## src/rtl/demux_router_pkg.sv

```systemverilog
// rtl/demux_router_pkg.sv - shared channel count, channel index type and slot state encoding
package demux_router_pkg;

  localparam int NUM_CH = 4;
  localparam int CNT_W  = 8;

  typedef logic [1:0] ch_idx_t;

  typedef enum logic {
    SLOT_EMPTY = 1'b0,
    SLOT_FULL  = 1'b1
  } slot_state_t;

  // Channel index as seen by the router: s0 is the MSB.
  function automatic ch_idx_t ch_index(input logic s0, input logic s1);
    return {s0, s1};
  endfunction

endpackage

```

## src/rtl/demux_slot.sv

```systemverilog
// rtl/demux_slot.sv - one-entry output slot with optional delivered counter (DEMUX_ROUTER_COUNT_EN)
module demux_slot
  import demux_router_pkg::*;
#(
  parameter int W = 8
) (
  input  logic             clk,
  input  logic             rst,
  input  logic             load,
  input  logic [W-1:0]     load_data,
  input  logic             ready,
  output logic [W-1:0]     data,
  output logic             valid,
  output logic [CNT_W-1:0] count
);

  slot_state_t state;

  assign valid = (state == SLOT_FULL);

  // Slot state and data: a load always wins, so drain+refill keeps the slot full with the new word.
  always_ff @(posedge clk) begin
    if (rst) begin
      state <= SLOT_EMPTY;
      data  <= '0;
    end else begin
      case (state)
        SLOT_EMPTY: begin
          if (load) begin
            state <= SLOT_FULL;
            data  <= load_data;
          end
        end
        SLOT_FULL: begin
          if (load) begin
            data <= load_data;
          end else if (ready) begin
            state <= SLOT_EMPTY;
          end
        end
        default: state <= SLOT_EMPTY;
      endcase
    end
  end

`ifdef DEMUX_ROUTER_COUNT_EN
  logic [CNT_W-1:0] count_q;

  assign count = count_q;

  // Delivered-word counter; wraps naturally at 8 bits.
  always_ff @(posedge clk) begin
    if (rst) begin
      count_q <= '0;
    end else if (valid && ready) begin
      count_q <= count_q + 1'b1;
    end
  end
`else
  assign count = '0;
`endif

endmodule

```

## src/rtl/demux_router.sv

```systemverilog
// rtl/demux_router.sv - 1-to-4 demux router with per-channel slots; counters under DEMUX_ROUTER_COUNT_EN
module demux_router
  import demux_router_pkg::*;
#(
  parameter int W = 8
) (
  input  logic         clk,
  input  logic         rst,
  input  logic [W-1:0] in_data,
  input  logic         in_valid,
  output logic         in_ready,
  input  logic         s0,
  input  logic         s1,
  output logic [W-1:0] d0,
  output logic [W-1:0] d1,
  output logic [W-1:0] d2,
  output logic [W-1:0] d3,
  output logic         v0,
  output logic         v1,
  output logic         v2,
  output logic         v3,
  input  logic         r0,
  input  logic         r1,
  input  logic         r2,
  input  logic         r3,
  output logic [31:0]  cnt
);

  ch_idx_t           sel;
  logic [NUM_CH-1:0] v_vec;
  logic [NUM_CH-1:0] r_vec;
  logic [NUM_CH-1:0] load_vec;
  logic              accept;
  logic [W-1:0]      d_arr   [NUM_CH];
  logic [CNT_W-1:0]  cnt_arr [NUM_CH];

  assign sel   = ch_index(s0, s1);
  assign r_vec = {r3, r2, r1, r0};

  // The selected slot can take a word if it is empty or is being drained this cycle.
  assign in_ready = !v_vec[sel] || r_vec[sel];
  assign accept   = in_valid && in_ready;

  // Decode the accepted transfer onto exactly one slot's load strobe.
  always_comb begin
    load_vec = '0;
    if (accept) begin
      load_vec[sel] = 1'b1;
    end
  end

  for (genvar k = 0; k < NUM_CH; k++) begin : g_slot
    demux_slot #(.W(W)) u_slot (
      .clk       (clk),
      .rst       (rst),
      .load      (load_vec[k]),
      .load_data (in_data),
      .ready     (r_vec[k]),
      .data      (d_arr[k]),
      .valid     (v_vec[k]),
      .count     (cnt_arr[k])
    );
    assign cnt[CNT_W*k +: CNT_W] = cnt_arr[k];
  end

  assign d0 = d_arr[0];
  assign d1 = d_arr[1];
  assign d2 = d_arr[2];
  assign d3 = d_arr[3];
  assign v0 = v_vec[0];
  assign v1 = v_vec[1];
  assign v2 = v_vec[2];
  assign v3 = v_vec[3];

endmodule
```

## config.mk

```make
export PLATFORM = sky130hd
export DESIGN_NAME = demux_router
export DESIGN_NICKNAME = d
export VERILOG_FILES = /design/src/rtl/demux_router_pkg.sv /design/src/rtl/demux_slot.sv /design/src/rtl/demux_router.sv
export SDC_FILE = /design/constraint.sdc
export NUM_CORES = 1
export LEC_CHECK = 0
export BUFFER_PORTS_ARGS = -buffer_cell sky130_fd_sc_hd__buf_2
export CAP_MARGIN = 30
export CORE_MARGIN = 4
export CORE_UTILIZATION = 49
export DETAILED_ROUTE_END_ITERATION = 8
export PLACE_DENSITY = 0.95
export SYNTH_ARGS = -nofsm -noshare
export SYNTH_HDL_FRONTEND = slang
export SYNTH_SLANG_ARGS = --single-unit
```

## constraint.sdc

```tcl
create_clock -name clk -period 1.8 [get_ports clk]
set_input_delay 0.27 -clock clk [delete_from_list [all_inputs] [get_ports clk]]
set_output_delay 0.27 -clock clk [all_outputs]
set_load 0.02 [all_outputs]
```

# == After elaboration in Yosys (flattened, before gate mapping) ==
# Index checks and enable logic that the tools add are counted.
# W data, S select, Z words.
# op_classes
n_reduce_logical,4
n_mux,27
n_lt_le_gt_ge,2
bitwise_logic,4
# op_table
cell,count
$mux W8,4
$mux W1,15
$pmux W1 S2,4
$bmux W1 S2,2
$mux W4,1
$not A1 Y1,4
$lt A2 B3 Y1 const B,1
$demux W1 S2,1
$ge A2 B1 Y1 const B,1
$logic_and A1 B1 Y1,2
$logic_not A1 Y1,1
$logic_or A1 B1 Y1,1
# word_totals
reg_bits,36

# == Longest topological paths before layout ==
# logic_depth
word_depth,8
ltp_mapped,4
mapped_depth_nobuf,3

# == Hierarchy ==
# A second synthesis with hierarchy kept.
# hier_totals
cells_unflattened,165
hier_area_um2,1642.8
# modules_own_cells
mod,area_per_inst_um2,instances,cells_per_inst,seq_area_each_um2
demux_slot,385.4,4,39,180.2
demux_router,101.3,1,9,0.0

# == Worst setup path before layout ==
# Ideal clock, no wire load.
# synth_timing
path_kind,flip-flop to output port
start,reg g_slot[3].u_slot.state
end,out in_ready
required_time_ns,1.530
path_stages_with_launch,3
arrival_time_ns,1.072
setup_slack_ns,0.458
path_cell_list,dfxtp_1 nand2b_1 mux4_2
# synth_between
elab_chain_len,4
# synth_rtl
element,line_no,text
start: declaration,demux_slot.sv:17,slot_state_t state;
start signal: assignment,demux_slot.sv:24,state <= SLOT_EMPTY;
start signal: assignment,demux_slot.sv:30,state <= SLOT_FULL;
start signal: assignment,demux_slot.sv:38,state <= SLOT_EMPTY;
$bmux W1 S2,demux_router.sv:41,assign in_ready = !v_vec[sel] || r_vec[sel];
$mux W1 (implied by the code),demux_router.sv:41,
$logic_not A1 Y1,demux_router.sv:41,
$logic_or A1 B1 Y1,demux_router.sv:41,
end: declaration,demux_router.sv:11,"output logic in_ready,"
# No other way between the ends. The select of a mux whose other input is x is not followed.

# == Final worst setup path ==
# Same ends and word-level chain as after synthesis.

==> summary.log <==
INFO  drt            drc=0
INFO  logic_synthesis synth.yosys.seq_area_share=42.0%
INFO  logic_synthesis avgSynthCellArea=10.5µm²
INFO  logic_synthesis synth_area_leader_cell=sky130_fd_sc_hd__dfxtp_1
INFO  finish         area_growth_syn_to_layout=15.7%
INFO  critical_path  worstSetupPathType=register to output port
INFO  drt            dr_total_vias=1186
INFO  global_route   first_global_vias=1110
INFO  finish         final_cell_count_no_fill=266
INFO  critical_path  crit_family=multiplexers
INFO  timing         maxClockFrequency=0.594GHz
INFO  placement      dp_hpwl=2450µm
INFO  finish         final_layout_size_suffix_gt1_share=31.4%
INFO  clock_network  cts.clk_slew.worst_paths=110ps
INFO  timing         skew=5.59ps
INFO  floorplanning  die_height=67.1µm
INFO  drt            drt_iter0_drc=21
INFO  timing         relSlewSlack=64.7%
INFO  critical_path  end_kind=output port
INFO  timing         timing.hold.ws=250ps
INFO  clock_network  clock_latency_on_the_worst_skew_pair=340ps
INFO  floorplanning  floorplan.io_pins=86
INFO  run            max_cap_violations=0
INFO  global_route   globalRouteOverflowTotal=0
INFO  floorplanning  fp.dieW=67.1µm
INFO  clock_network  htree_num_levels=2
INFO  logic_synthesis synth_area_leaders=sky130_fd_sc_hd__dfxtp_1, sky130_fd_sc_hd__mux2i_1, sky130_fd_sc_hd__nand2b_1
INFO  global_route   grt_antenna_before_repair=0
INFO  clock_network  cts-root-to-sink-buffers=2
INFO  drt            top_layer_used=met4
INFO  pwr            power=1650µW
INFO  pwr            worst_ir_drop_vdd=0.474mV
INFO  pwr            p_leak=0.00105µW
INFO  logic_synthesis synth_seq_cells=36
INFO  clock_network  cts_made_buffers=5
INFO  drt            route.met2.wl=1580µm
INFO  logic_synthesis synth_area=0.00171mm²
INFO  clock_network  clk_root_buffer_cell=sky130_fd_sc_hd__clkbuf_4
INFO  clock_network  clock-sinks=36
INFO  critical_path  worstPathBufferInverterCount=1
INFO  floorplanning  core.rowCount=21
INFO  finish         nFillCells=331
INFO  drt            route.met3.wl=284µm
INFO  clock_network  post-cts-setup-buffers=0
INFO  timing         setup_violations=0
INFO  critical_path  crit_path_top_delay_cell=sky130_fd_sc_hd__mux4_2
INFO  logic_synthesis post_synth_num_cell_types=15
INFO  drt            drt-wirelength-per-cell=12.4µm
INFO  worst_hold_path hold_path.class=input port to register
INFO  drt            viasPerCell=4.46
INFO  drt            wirelength_met1=1380µm
INFO  clock_network  cts-resized-gates=0
INFO  floorplanning  floorplan.initialDensity=51.0%
INFO  placement      gp_routability_congestion=0.749
INFO  critical_path  crit_arrival=1410ps
INFO  critical_path  critical_path.max_fanout=3
INFO  logic_synthesis yosys_warnings=0
INFO  floorplanning  fp.coreArea=0.00336mm²
INFO  critical_path  timing.critical_path.cells=nand2b_1 -> mux4_2 -> buf_2
INFO  drt            drt_antenna_net_count=0
INFO  timing         count_of_endpoints_failing_hold_in_the_final_timing_report=0
INFO  timing         finalWorstPathRequiredPeriod=1680ps
INFO  timing         grt_setup_unrepaired=false
INFO  finish         finalInstanceArea=0.00198mm²
INFO  global_route   first_pass_grt_wire_length=5180µm
INFO  placement      placedInstanceArea=0.00190mm²
INFO  floorplanning  die_footprint=0.00451mm²
INFO  critical_path  crit_path_start_kind=register
INFO  outcome        outcome=complete, no violations
INFO  timing         tightestPinTransition=529ps
INFO  finish         num_antenna_cells=0
INFO  critical_path  critical_path.max_stage_delay=470ps
INFO  timing         layout_worst_path_cycle_share=93.6%
INFO  clock_network  tritoncts=yes
INFO  timing         maxSlewViolCount=0
INFO  global_route   grtUsageTotal=15.6%
INFO  timing         final.setup.tns=0ps
INFO  logic_synthesis syn_inst=164
INFO  pwr            power.density_cell_area=831mW/mm²
INFO  drt            drt_pre_antenna_iters=2
INFO  critical_path  worst_ep_required_time=1530ps
INFO  drt            routed_wl=3290µm
INFO  logic_synthesis post-synth-top-area-fraction=42.0%
INFO  global_route   grt_start_max_net_pins=45
INFO  finish         finalNetCount=236
INFO  placement      placedCellCount=258
INFO  clock_network  postCtsHoldBufs=0
INFO  placement      numPortBuffers=53
INFO  finish         sequential_cell_area=721µm²
INFO  finish         area_of_the_multi_input_gates=837µm²
-- synth_stat cells --
library cell and instances:
sky130_fd_sc_hd__buf_2 2, sky130_fd_sc_hd__nand2b_4 1, sky130_fd_sc_hd__nand4_1 1, sky130_fd_sc_hd__or3_4 1, sky130_fd_sc_hd__nor3_4 1, sky130_fd_sc_hd__mux2i_1 32
sky130_fd_sc_hd__buf_4 33, sky130_fd_sc_hd__clkbuf_1 4, sky130_fd_sc_hd__nor2b_4 1, sky130_fd_sc_hd__nand4b_1 2, sky130_fd_sc_hd__conb_1 1, sky130_fd_sc_hd__nand2b_1 44
sky130_fd_sc_hd__a21oi_1 4, sky130_fd_sc_hd__mux4_2 1, sky130_fd_sc_hd__dfxtp_1 36
-- where the power goes --
| group | leakage (µW) | internal (µW) | switching [µW] |
|---|---|---|---|
| clock | 0.0000412 | 290 | 273 |
| sequential | 0.000293 | 825 | 14.3 |
| combinational | 0.000719 | 82.2 | 166 |
-- path summary, 6_finish.rpt --
check                            from                       end  slack, ps  cells past startpoint
max            g_slot[3].u_slot.valid                  in_ready        120                      3
min                                r3    g_slot[3].u_slot.valid        250                      3
max reg2reg    g_slot[3].u_slot.valid  g_slot[3].u_slot.data[6]        550                      4
min reg2reg  g_slot[3].u_slot.data[7]  g_slot[3].u_slot.data[7]        480                      2
-- cells by family after synthesis --
| group | after synthesis | share of synthesized area (%) |
|---|---|---|
| AOI/OAI and AO/OA | 4 | 1.17 |
| buffers and inverters | 39 | 15.9 |
| DFF | 36 | 42.0 |
| muxes | 33 | 20.0 |
| other | 1 | 0.219 |
| and+or+nand+nor | 51 | 20.7 |
-- cells in the final DEF, fill, tap and decap left out, types with 2 or more instances in the layout --
cell type                  count
sky130_fd_sc_hd__a21oi_1       4
sky130_fd_sc_hd__buf_2        53
sky130_fd_sc_hd__buf_4         3
sky130_fd_sc_hd__clkbuf_4      5
sky130_fd_sc_hd__conb_1       32
sky130_fd_sc_hd__dfxtp_1      36
sky130_fd_sc_hd__mux2i_1      32
sky130_fd_sc_hd__nand2b_1     44
sky130_fd_sc_hd__nand4b_1      2
-- worst min-delay path, stage by stage --
cell and delay [ps]:
sky130_fd_sc_hd__buf_2 70, sky130_fd_sc_hd__nand2b_1 130, sky130_fd_sc_hd__a21oi_1 70
-- registers in the layout, indices dropped and copies added, names as in the netlist --
register	cells
g_slot.u_slot.data	32
g_slot.u_slot.valid	4
-- area by class of cell --
type | count | area share, %
Clock buffer | 5 | 1.89
Clock inverter | 3 | 2.15
Multi-Input combinational cell | 120 | 42.2
Sequential cell | 36 | 36.3
Tap cell | 46 | 2.90
Timing Repair Buffer | 56 | 14.5
-- layer usage --
metal	up-vias	GRT usage (%)
met5	-	0
met4	0	7.59
met3	5	3.66
met2	51	25.8
met1	547	18.9
li1	583	-
-- per-stage QoR --
| step | setup slack (ps) | util [%] |
|---|---|---|
| 4_1_cts | 96.5 | 59.0 |
| 3_3_place_gp | 361 | 56.6 |
| 2_1_floorplan | 458 | - |
| 3_5_place_dp | 362 | 56.6 |
| 6_report | 116 | 59.0 |
| 5_1_grt | 43.1 | 59.0 |
Note: power is estimated with default switching activity, not from simulation.
